===== src/rtl/alu_arbiter.sv =====
// Two-requester ALU arbiter: grants one request, executes it over LATENCY cycles, holds the result until accepted.
// Define ALU_ARBITER_FIXED_PRIO_EN to make requester 0 always win contention (no round-robin pointer).
module alu_arbiter #(
    parameter int LATENCY = 2
) (
    input  logic        clk,
    input  logic        rst,
    input  logic        req0_valid,
    input  logic [1:0]  req0_op,
    input  logic [31:0] req0_a,
    input  logic [31:0] req0_b,
    output logic        req0_ready,
    input  logic        req1_valid,
    input  logic [1:0]  req1_op,
    input  logic [31:0] req1_a,
    input  logic [31:0] req1_b,
    output logic        req1_ready,
    output logic        resp_valid,
    output logic        resp_id,
    output logic [31:0] resp_result,
    output logic        resp_zero,
    input  logic        resp_ready
);
    typedef enum logic [1:0] {IDLE, EXEC, DONE} state_t;

    state_t      state, state_nxt;
    logic [1:0]  cnt;
    logic [1:0]  op_q;
    logic [31:0] a_q, b_q;
    logic        id_q;
    logic        any_vld, gnt_id, exec_last;
    logic [31:0] alu;

    assign any_vld   = req0_valid | req1_valid;
    assign exec_last = (cnt == 2'(LATENCY - 1));

`ifdef ALU_ARBITER_FIXED_PRIO_EN
    assign gnt_id = !req0_valid;
`else
    logic ptr;
    assign gnt_id = (req0_valid && req1_valid) ? ptr : !req0_valid;
`endif

    always_comb begin
        case (op_q)
            2'b00:   alu = a_q & b_q;
            2'b01:   alu = a_q | b_q;
            2'b10:   alu = a_q + b_q;
            default: alu = a_q - b_q;
        endcase
    end

    always_comb begin
        state_nxt  = state;
        req0_ready = 1'b0;
        req1_ready = 1'b0;
        case (state)
            IDLE: if (any_vld && !rst) begin
                req0_ready = !gnt_id;
                req1_ready = gnt_id;
                state_nxt  = EXEC;
            end
            EXEC: if (exec_last) state_nxt = DONE;
            DONE: if (resp_ready) state_nxt = IDLE;
            default: state_nxt = IDLE;
        endcase
    end

    assign resp_valid = (state == DONE);

    always_ff @(posedge clk) begin
        if (rst) begin
            state       <= IDLE;
            cnt         <= '0;
            op_q        <= '0;
            a_q         <= '0;
            b_q         <= '0;
            id_q        <= 1'b0;
            resp_id     <= 1'b0;
            resp_result <= '0;
            resp_zero   <= 1'b0;
`ifndef ALU_ARBITER_FIXED_PRIO_EN
            ptr         <= 1'b0;
`endif
        end else begin
            state <= state_nxt;
            // Operands are captured at grant so later input changes cannot leak in.
            if (state == IDLE && any_vld) begin
                cnt  <= '0;
                id_q <= gnt_id;
                op_q <= gnt_id ? req1_op : req0_op;
                a_q  <= gnt_id ? req1_a  : req0_a;
                b_q  <= gnt_id ? req1_b  : req0_b;
`ifndef ALU_ARBITER_FIXED_PRIO_EN
                ptr  <= !gnt_id;
`endif
            end
            if (state == EXEC) begin
                if (exec_last) begin
                    resp_result <= alu;
                    resp_zero   <= (alu == 32'd0);
                    resp_id     <= id_q;
                end else begin
                    cnt <= cnt + 2'd1;
                end
            end
        end
    end
endmodule


===== config.mk =====
export PLATFORM = sky130hd
export DESIGN_NAME = alu_arbiter
export DESIGN_NICKNAME = d
export VERILOG_FILES = /design/src/rtl/alu_arbiter.sv
export SDC_FILE = /design/constraint.sdc
export NUM_CORES = 1
export LEC_CHECK = 0
export ABC_AREA = 1
export ABC_CLOCK_PERIOD_IN_PS = 4000
export CAP_MARGIN = 20
export CORE_ASPECT_RATIO = 0.5
export CORE_MARGIN = 2
export CORE_UTILIZATION = 35
export DETAILED_ROUTE_END_ITERATION = 16
export SYNTH_ARGS = -nofsm -noshare
export SYNTH_HDL_FRONTEND = slang
export SYNTH_SLANG_ARGS = --single-unit

===== constraint.sdc =====
create_clock -name clk -period 4 [get_ports clk]
set_clock_uncertainty 0.1 [all_clocks]
set_input_delay 0.8 -clock clk [delete_from_list [all_inputs] [get_ports clk]]
set_output_delay 0.8 -clock clk [all_outputs]
set_load 0.05 [all_outputs]

==> impl_metrics.yaml, run 1 <==
floorplan:
  num_io_pins: 174
  core_area_um2: 23900
  row_count: 40
  die_w_um: 224
  die-height_um: 114
  dieArea_um2: 25500
  start_util_pct: 35.5
setup_path:
  cpMostUsedCell: "nand2_1"
  path_max_fanout: 4
  arrival_ps: 4240
  cp-startpoint: "b_q[1]"
  slowest_delay_ps: 350
  reg2reg_from: "b_q[1]"
  slowest_stage: "ha_4"
  required_ps: 4190
  end_kind: "register"
  critPathKind: "register to register"
  cp-start-kind: "register"
power_and_ir_drop:
  power_leakage_nw: 5.58
  pwr-share-seq_pct: 24.3
  clkPwrFrac_pct: 18.8
  power_switching_mw: 2.50
  p_int_mw: 2.72
  swShare_pct: 47.9
  finalPower_mw: 5.22
  cellPowerDensity_nw_per_um2: 451
  peakVddDrop_mv: 0.234
  combinationalPowerShare_pct: 56.9
timing:
  slew_violations: 0
  fmax_ghz: 0.247
  period_needed_ps: 4040
  finalSetupViolations: 1
  grt_setup_unrepaired: "yes"
  worst_slew_pin_slew_ps: 979
  max_slew_margin_pct: 34.0
  finalCritPeriodShare_pct: 101
  worst_slack_ps: -44.5
  setup_tns_ps: -44.5
  hold_violations: 0
clock_network:
  htreeDepth: 3
  cts_buffers: 9
  clkTransAtPathRegs_ps: 80
  numClockSinks: 106
  clockBufferDepth: 2
  clk_latency_ps: 370
  cts_root_buf: "clkbuf_16"
  cts_tree: "yes"
global_routing:
  grt_first_pass_wirelength_um: 54500
  grt_max_degree: 45
  antenna_found_initial: 0
  track_usage_pct: 28.5
  grt-ovfl-total: 0
  grt_pass1_vias: 9480
cells_and_area:
  area_growth_syn_to_layout_pct: 36.6
  drive_above_1_share_pct: 13.1
  seqCellArea_um2: 2120
  layout_common_cells: "nand2_1, inv_1, clkdlybuf4s50_1"
  n_fill_cell: 2518
  diodes: 0
  fin_cells: 1966
  nets: 1822
  final_common_cell: "nand2_1"
  multiInputGateArea_um2: 5680
place:
  numPortBuffers: 173
  gp_congestion: 0.999
  dp_hpwl_um: 29900
  post-place-cells: 1945
synth:
  synth_seq_area_share_pct: 25.0
  ys_warn_count: 0
  synth_cell_types: 38
  ys_ff_latch: 106
  synth_nets: 1630
  synth_cells: 1454
  yosysTopAreaCellShare_pct: 25.0
  yosysTopAreaCell: "dfxtp_1"
  synth.cell_area_um2: 8470
  synth.avg_cell_area_um2: 5.83
  synth.area.top_cells: "dfxtp_1, nand2_1, inv_1"
status:
  status: "complete, but fails checks"
  violations: "negative setup slack"
routing:
  wl_met3_um: 3990
  vias: 10000
  drt_iter0_markers: 916
  vias_per_cell: 5.11
  wl_met1_um: 17500
  drcViolationCount: 0
  wl_um: 36400
  antenna_left: 0
  firstDrtPassIters: 8
  wl_per_cell_um: 18.5
  maxUsedRoutingLayer: "met4"
  routed-wl-met2_um: 14400
hold_path:
  min-delay-start: "id_q"
  hp-class: "register to register"
job:
  drv_cap: 0
power by group through the flow:
stage	combinational (mW)	sequential, mW	clock, mW
after global placement	2.66	1.28	0
after floorplan	1.64	1.30	0
after detailed placement	2.66	1.28	0
after global routing	3.27	1.28	1.03
after CTS	2.74	1.26	0.990
final	2.97	1.27	0.982
sequential cells by signal, indices dropped and copies added, names as in the netlist:
register     cells
state            2
id_q             1
resp_id          1
op_q             2
b_q             32
resp_result     32
cnt              2
ptr              1
resp_zero        1
a_q             32
routing by layer:
metal | vias to the layer above | global-route usage, %
met1 | 4657 | 40.5
met5 | - | 0
li1 | 4964 | -
met3 | 38 | 9.97
met4 | 0 | 5.24
met2 | 384 | 41.4
through the flow:
step | hold slack, ps | area (µm²) | util (%) | worst slack [ps]
floorplan | 327 | 8470 | - | 562
global placement | 336 | 10800 | 45.4 | -173
detailed placement | 364 | 10800 | 45.4 | -217
CTS | 377 | 11300 | 47.2 | -23.9
global route | 399 | 11600 | 48.5 | -279
finish | 375 | 11600 | 48.5 | -44.5
Yosys cell counts:
library cell	count
clkinv_1	2
nand4_1	9
nand2_1	457
a221oi_2	1
nor2_1	180
nand2_2	21
o21ai_2	1
xor2_1	31
o21bai_2	1
nand3_2	3
clkbuf_1	34
and2_1	5
a31oi_1	42
a21oi_1	42
inv_2	14
nor3_2	5
ha_1	38
nor2_2	16
nor4_1	2
fa_1	1
o311ai_0	22
a21o_1	1
inv_1	213
nand3_1	112
nor2_4	2
dfxtp_1	106
o21ai_0	51
or2_2	1
a221oi_1	2
o211ai_1	3
buf_4	1
buf_2	11
nor3_1	5
o21ai_1	6
nor4_2	1
nand3b_1	6
or2_1	1
buf_1	5
repair_timing:
item	in CTS	in global routing
gates resized for setup	25	74
hold buffers	0	0
endpoints found under the hold margin	0	0
pin swaps	5	21
buffers inserted	2	2
setup endpoints to repair	11	13
critical path: cells and delay by family, from the launching register on:
family                     cells  cell delay [ps]
and+or+nand+nor               21             2350
adders and majority gates      2              500
DFF                            1              340
buffers and inverters          3              230
AOI/OAI and AO/OA              2              230
xor gates and xnor gates       1              210
area by class of cell:
type                            count  area share [%]
Multi-Input combinational cell   1068            49.0
Timing Repair Buffer              232            19.0
Sequential cell                   106            18.3
Inverter                          229            7.43
Tap cell                          315            3.41
Clock buffer                       10            2.07
Clock inverter                      6           0.681
cell families after synthesis:
logic type,count (synthesis),synth area share (%)
simple gates,826,41.1
compound gates,172,12.2
xor+xnor,31,3.20
buf+inv,280,12.6
flops,106,25.0
fa+ha+maj,39,5.85
path summary, 6_finish.rpt:
kind / to / slack [ps] / depth (start not counted)
setup / recovery: resp_zero / -40 / 29
hold / removal: id_q / 370 / 2
setup reg to reg: resp_zero / -40 / 29
hold reg to reg: id_q / 370 / 2
No activity file was read; power rests on OpenSTA's default activity.
==> run 2: changes to the inputs <==
==> constraint.sdc (replaced) <==
create_clock -name clk -period 4 [get_ports clk]
set_clock_uncertainty 0.1 [all_clocks]
set_input_delay 0.8 -clock clk [delete_from_list [all_inputs] [get_ports clk]]
set_output_delay 0.8 -clock clk [all_outputs]
set_load 0.005 [all_outputs]
==> impl_metrics.yaml, run 2 (synthesis gave the netlist of run 1 again) <==
status:
  status: "complete, but fails checks"
  violations: "negative setup slack"
power_and_ir_drop:
  cellPowerDensity_nw_per_um2: 439
  clkPwrFrac_pct: 17.6
  p_int_mw: 2.67
  combinationalPowerShare_pct: 57.5
  finalPower_mw: 5.12
  power_leakage_nw: 5.60
  peakVddDrop_mv: 0.232
  power_switching_mw: 2.44
  pwr-share-seq_pct: 24.9
  swShare_pct: 47.7
routing:
  wl_um: 36600
  wl_per_cell_um: 18.6
  vias: 9996
  vias_per_cell: 5.06
  drt_iter0_markers: 1115
  antenna_left: 0
  firstDrtPassIters: 8
  drcViolationCount: 0
cells_and_area:
  seqCellArea_um2: 2120
  drive_above_1_share_pct: 13.9
  n_fill_cell: 2485
  reg_top3: "a_q: 32 flops, b_q: 32 flops, resp_result: 32 flops"
  final_common_cell: "nand2_1"
  area_growth_syn_to_layout_pct: 37.5
  layout_common_cells: "nand2_1, inv_1, clkdlybuf4s50_1"
  nets: 1830
  diodes: 0
  multiInputGateArea_um2: 5710
setup_path:
  slowest_stage: "ha_1"
  reg2reg_from: "b_q[1]"
  ff2ff_setup_slack_ps: -110
  reg2reg_to: "resp_zero"
  worstRegToRegCells: 26
  end_kind: "register"
  cp-startpoint: "b_q[1]"
  path_max_fanout: 5
  slowest_delay_ps: 360
  critPathKind: "register to register"
  cpMostUsedCell: "nand2_1"
  endpoint: "resp_zero"
  cp-start-kind: "register"
  arrival_ps: 4300
  required_ps: 4200
clock_network:
  clockBufferDepth: 2
  cts_root_buf: "clkbuf_16"
  htreeDepth: 3
  clkTransAtPathRegs_ps: 80
  clk_latency_ps: 370
  cts_tree: "yes"
  cts_buffers: 9
  numClockSinks: 106
place:
  gp_congestion: 1.00
  numPortBuffers: 173
  post-place-ws_ps: -184
  dp_hpwl_um: 30000
timing:
  max_slew_margin_pct: 27.6
  fmax_ghz: 0.244
  slew_violations: 0
  finalSetupViolations: 3
  worst_slack_ps: -105
  finalCritPeriodShare_pct: 103
  hold_violations: 0
  worst_slew_pin_slew_ps: 1090
  grt_setup_unrepaired: "yes"
  period_needed_ps: 4110
floorplan:
  dieArea_um2: 25500
  core_area_um2: 23900
  die-height_um: 114
  start_util_pct: 35.5
  die_w_um: 224
  row_count: 40
  num_io_pins: 174
global_routing:
  grt_max_degree: 45
  track_usage_pct: 28.9
  grt_pass1_vias: 9264
  grt_first_pass_wirelength_um: 54800
  antenna_found_initial: 2
  grt-ovfl-total: 0
job:
  drv_cap: 0
hold_path:
  hp-class: "register to register"
## run 2: changes by cell type in the layout (fill, tap and decap cells not counted), sizes merged
cell           delta
buf               +6
bufinv            -1
clkbuf            -1
clkdlybuf4s50     +2
clkinv            +3
inv               -1
## run 2: stage by stage
| stage | cell area, µm² | cells | util, % | setup TNS [ps] | hold slack (ps) |
|---|---|---|---|---|---|
| 6_report | 11600 | 1974 | 48.8 | -146 | 359 |
| 5_1_grt | 11600 | 1974 | 48.8 | -2500 | 385 |
| 4_1_cts | 11200 | 1967 | 46.9 | -108 | 362 |
| 3_5_place_dp | 10800 | 1943 | 45.2 | -372 | 349 |
| 3_3_place_gp | 10800 | 1943 | 45.2 | -378 | 336 |
| 2_1_floorplan | 8470 | 1454 | - | 0 | 327 |
## run 2: routing by layer
layer  routed length, µm  share of wire (%)  vias up  track usage [%]
met5                  23              0.063        -                0
met4                 591                1.6        4             6.40
met3                3420                9.3       39             6.80
met2               14400                 39      400             40.6
met1               18200                 50     4576             43.8
li1                    -                  -     4977                -
## run 2: critical path, delay by kind of cell, from the launching register on
| family | cells | cell delay [ps] |
|---|---|---|
| AO/OA/AOI/OAI | 2 | 280 |
| adder cells (fa/ha/maj) | 2 | 490 |
| buffers and inverters | 5 | 540 |
| XOR/XNOR | 1 | 150 |
| AND/OR/NAND/NOR | 16 | 2140 |
| flip-flops | 1 | 330 |
## run 2: worst min-delay path by stage
stage	start	endpoint	slack, ps	depth (start not counted)
after floorplan	cnt[0]	cnt[1]	330	1
after global routing	cnt[0]	cnt[1]	390	1
final	cnt[0]	cnt[1]	360	1
after detailed placement	cnt[0]	cnt[1]	350	1
after CTS	cnt[0]	cnt[1]	360	1
after global placement	cnt[0]	cnt[1]	340	1
## run 2: what timing repair did
item,4_1_cts,5_1_grt
pin swaps,9,34
setup endpoints to repair,5,14
setup buffers,8,6
hold buffers,0,0
gates resized for setup,13,94
## run 2: area by class of cell
| cell class | count | area share (%) |
|---|---|---|
| multi-input cells | 1068 | 49.0 |
| repair buffers | 240 | 19.5 |
| flip-flops and latches | 106 | 18.2 |
| inverters | 229 | 7.38 |
| well taps | 315 | 3.38 |
| clock buffers | 9 | 1.93 |
| clock inverters | 7 | 0.548 |
## run 2: power by group through the flow
stage	Sequential [mW]	Clock (mW)	Combinational, mW
3_3_place_gp	1.29	0	2.60
4_1_cts	1.26	0.913	2.68
3_5_place_dp	1.29	0	2.60
6_report	1.27	0.901	2.94
2_1_floorplan	1.24	0	1.64
5_1_grt	1.28	0.955	3.24
==> run 3: changes to the inputs <==
CORE_UTILIZATION = 31   (was 35)
==> impl_metrics.yaml, run 3 (synthesis gave the netlist of run 1 again) <==
status:
  status: "completed"
global_routing:
  grt_pass1_vias: 9032
  track_usage_pct: 24.9
  antenna_found_initial: 0
  grt-ovfl-total: 0
  grt_first_pass_wirelength_um: 53400
  grt_max_degree: 48
power_and_ir_drop:
  p_int_mw: 2.76
  power_leakage_nw: 5.50
  power_switching_mw: 2.33
  clkPwrFrac_pct: 21.3
  peakVddDrop_mv: 0.225
  pwr-share-seq_pct: 24.8
  swShare_pct: 45.8
  cellPowerDensity_nw_per_um2: 449
  combinationalPowerShare_pct: 53.9
routing:
  drcViolationCount: 0
  vias: 9704
  antenna_left: 0
  vias_per_cell: 4.86
  wl_um: 34900
  wl_per_cell_um: 17.5
  firstDrtPassIters: 5
  drt_iter0_markers: 839
timing:
  finalCritPeriodShare_pct: 98.5
  slew_violations: 0
  grt_setup_unrepaired: "yes"
  worst_slew_pin_slew_ps: 1060
  period_needed_ps: 3940
  hold_violations: 0
  hold_ws_ps: 356
  finalSetupViolations: 0
  fmax_ghz: 0.254
  setup_tns_ps: 0
  max_slew_margin_pct: 29.4
  worst_slack_ps: 60.9
setup_path:
  endpoint: "resp_zero"
  reg2reg_to: "resp_zero"
  reg2reg_from: "b_q[0]"
  critPathKind: "register to register"
  cp-start-kind: "register"
  arrival_ps: 4150
  ff2ff_setup_slack_ps: 60
  slowest_stage: "ha_2"
  slowest_delay_ps: 370
  path_buf_inv: 4
  required_ps: 4210
  end_kind: "register"
  cpMostUsedCell: "nand2_1"
  worstRegToRegCells: 29
  cp-startpoint: "b_q[0]"
  critPathTopFamily: "simple AND/OR/NAND/NOR gates"
  path_max_fanout: 5
  cp.depth: 29
clock_network:
  numClockSinks: 106
  cts_tree: "yes"
  cts_buffers: 9
  ctsHoldBuffers: 0
  clkTransAtPathRegs_ps: 70
  clk_latency_ps: 390
  htreeDepth: 3
  clockBufferDepth: 2
  cts_root_buf: "clkbuf_16"
floorplan:
  core_area_um2: 26600
  start_util_pct: 31.8
  die-height_um: 121
  die_w_um: 238
  row_count: 42
  num_io_pins: 174
  dieArea_um2: 28700
place:
  dp_hpwl_um: 28600
  gp_congestion: 0.942
  post-place-ws_ps: -126
  numPortBuffers: 173
cells_and_area:
  diodes: 0
  n_fill_cell: 2879
  reg_top3: "a_q: 32 flops, b_q: 32 flops, resp_result: 32 flops"
  drive_above_1_share_pct: 10.3
  nets: 1815
  layout_common_cells: "nand2_1, inv_1, clkdlybuf4s50_1"
  area_growth_syn_to_layout_pct: 33.8
  final_common_cell: "nand2_1"
job:
  drv_cap: 0
hold_path:
  hp-class: "register to register"
==> run 3: cell count changes in the layout (fill, tap and decap cells not counted), moves of 7 or more <==
cell	previous run	this run
ha_1	29	36
buf_4	60	52
nand2_2	37	29
nand2_1	436	447
o21ai_0	43	50
==> run 3: final cells by class <==
type | count | area (µm²) | area share (%)
Inverter | 229 | 860 | 7.58
Clock inverter | 6 | 119 | 1.05
Multi-Input combinational cell | 1068 | 5450 | 48.0
Timing Repair Buffer | 225 | 2120 | 18.7
Sequential cell | 106 | 2120 | 18.7
Tap cell | 352 | 440 | 3.89
Clock buffer | 10 | 229 | 2.02
==> run 3: repair_timing <==
item,in CTS,in global routing
resized for setup,6,37
pin swaps,1,11
buffers inserted,0,4
endpoints found under the setup margin,1,13
==> run 3: worst min-delay path by stage <==
stage / start / to / slack (ps) / cells past startpoint
finish: cnt[0] / cnt[1] / 360 / 1
global route: cnt[1] / cnt[1] / 390 / 2
CTS: cnt[0] / cnt[1] / 350 / 1
detailed placement: cnt[0] / cnt[1] / 340 / 1
global placement: cnt[0] / cnt[1] / 340 / 1
floorplan: cnt[0] / cnt[1] / 330 / 1
==> run 3: metal layers <==
layer  vias to the layer above  GRT usage [%]  part of all wire, %
met5                         -              0                    0
met4                         0           5.31                  1.7
met3                        38           4.75                  6.9
met2                       260           36.4                   39
met1                      4455           37.3                   52
li1                       4951              -                    -
==> run 3: through the flow <==
step | cells | power, mW | util, % | cell area (µm²)
after floorplan | 1454 | 2.87 | - | 8470
after global placement | 1976 | 3.87 | 40.6 | 10800
after detailed placement | 1976 | 3.85 | 40.6 | 10800
after CTS | 1992 | 4.97 | 42.0 | 11200
after global routing | 1996 | 5.45 | 42.5 | 11300
final | 1996 | 5.09 | 42.5 | 11300
==> run 3: power groups by stage <==
stage / clock, mW / combinational (mW) / sequential [mW]
floorplan: 0 / 1.64 / 1.24
global placement: 0 / 2.58 / 1.28
detailed placement: 0 / 2.57 / 1.28
CTS: 1.12 / 2.60 / 1.26
global route: 1.15 / 3.03 / 1.27
finish: 1.08 / 2.74 / 1.26
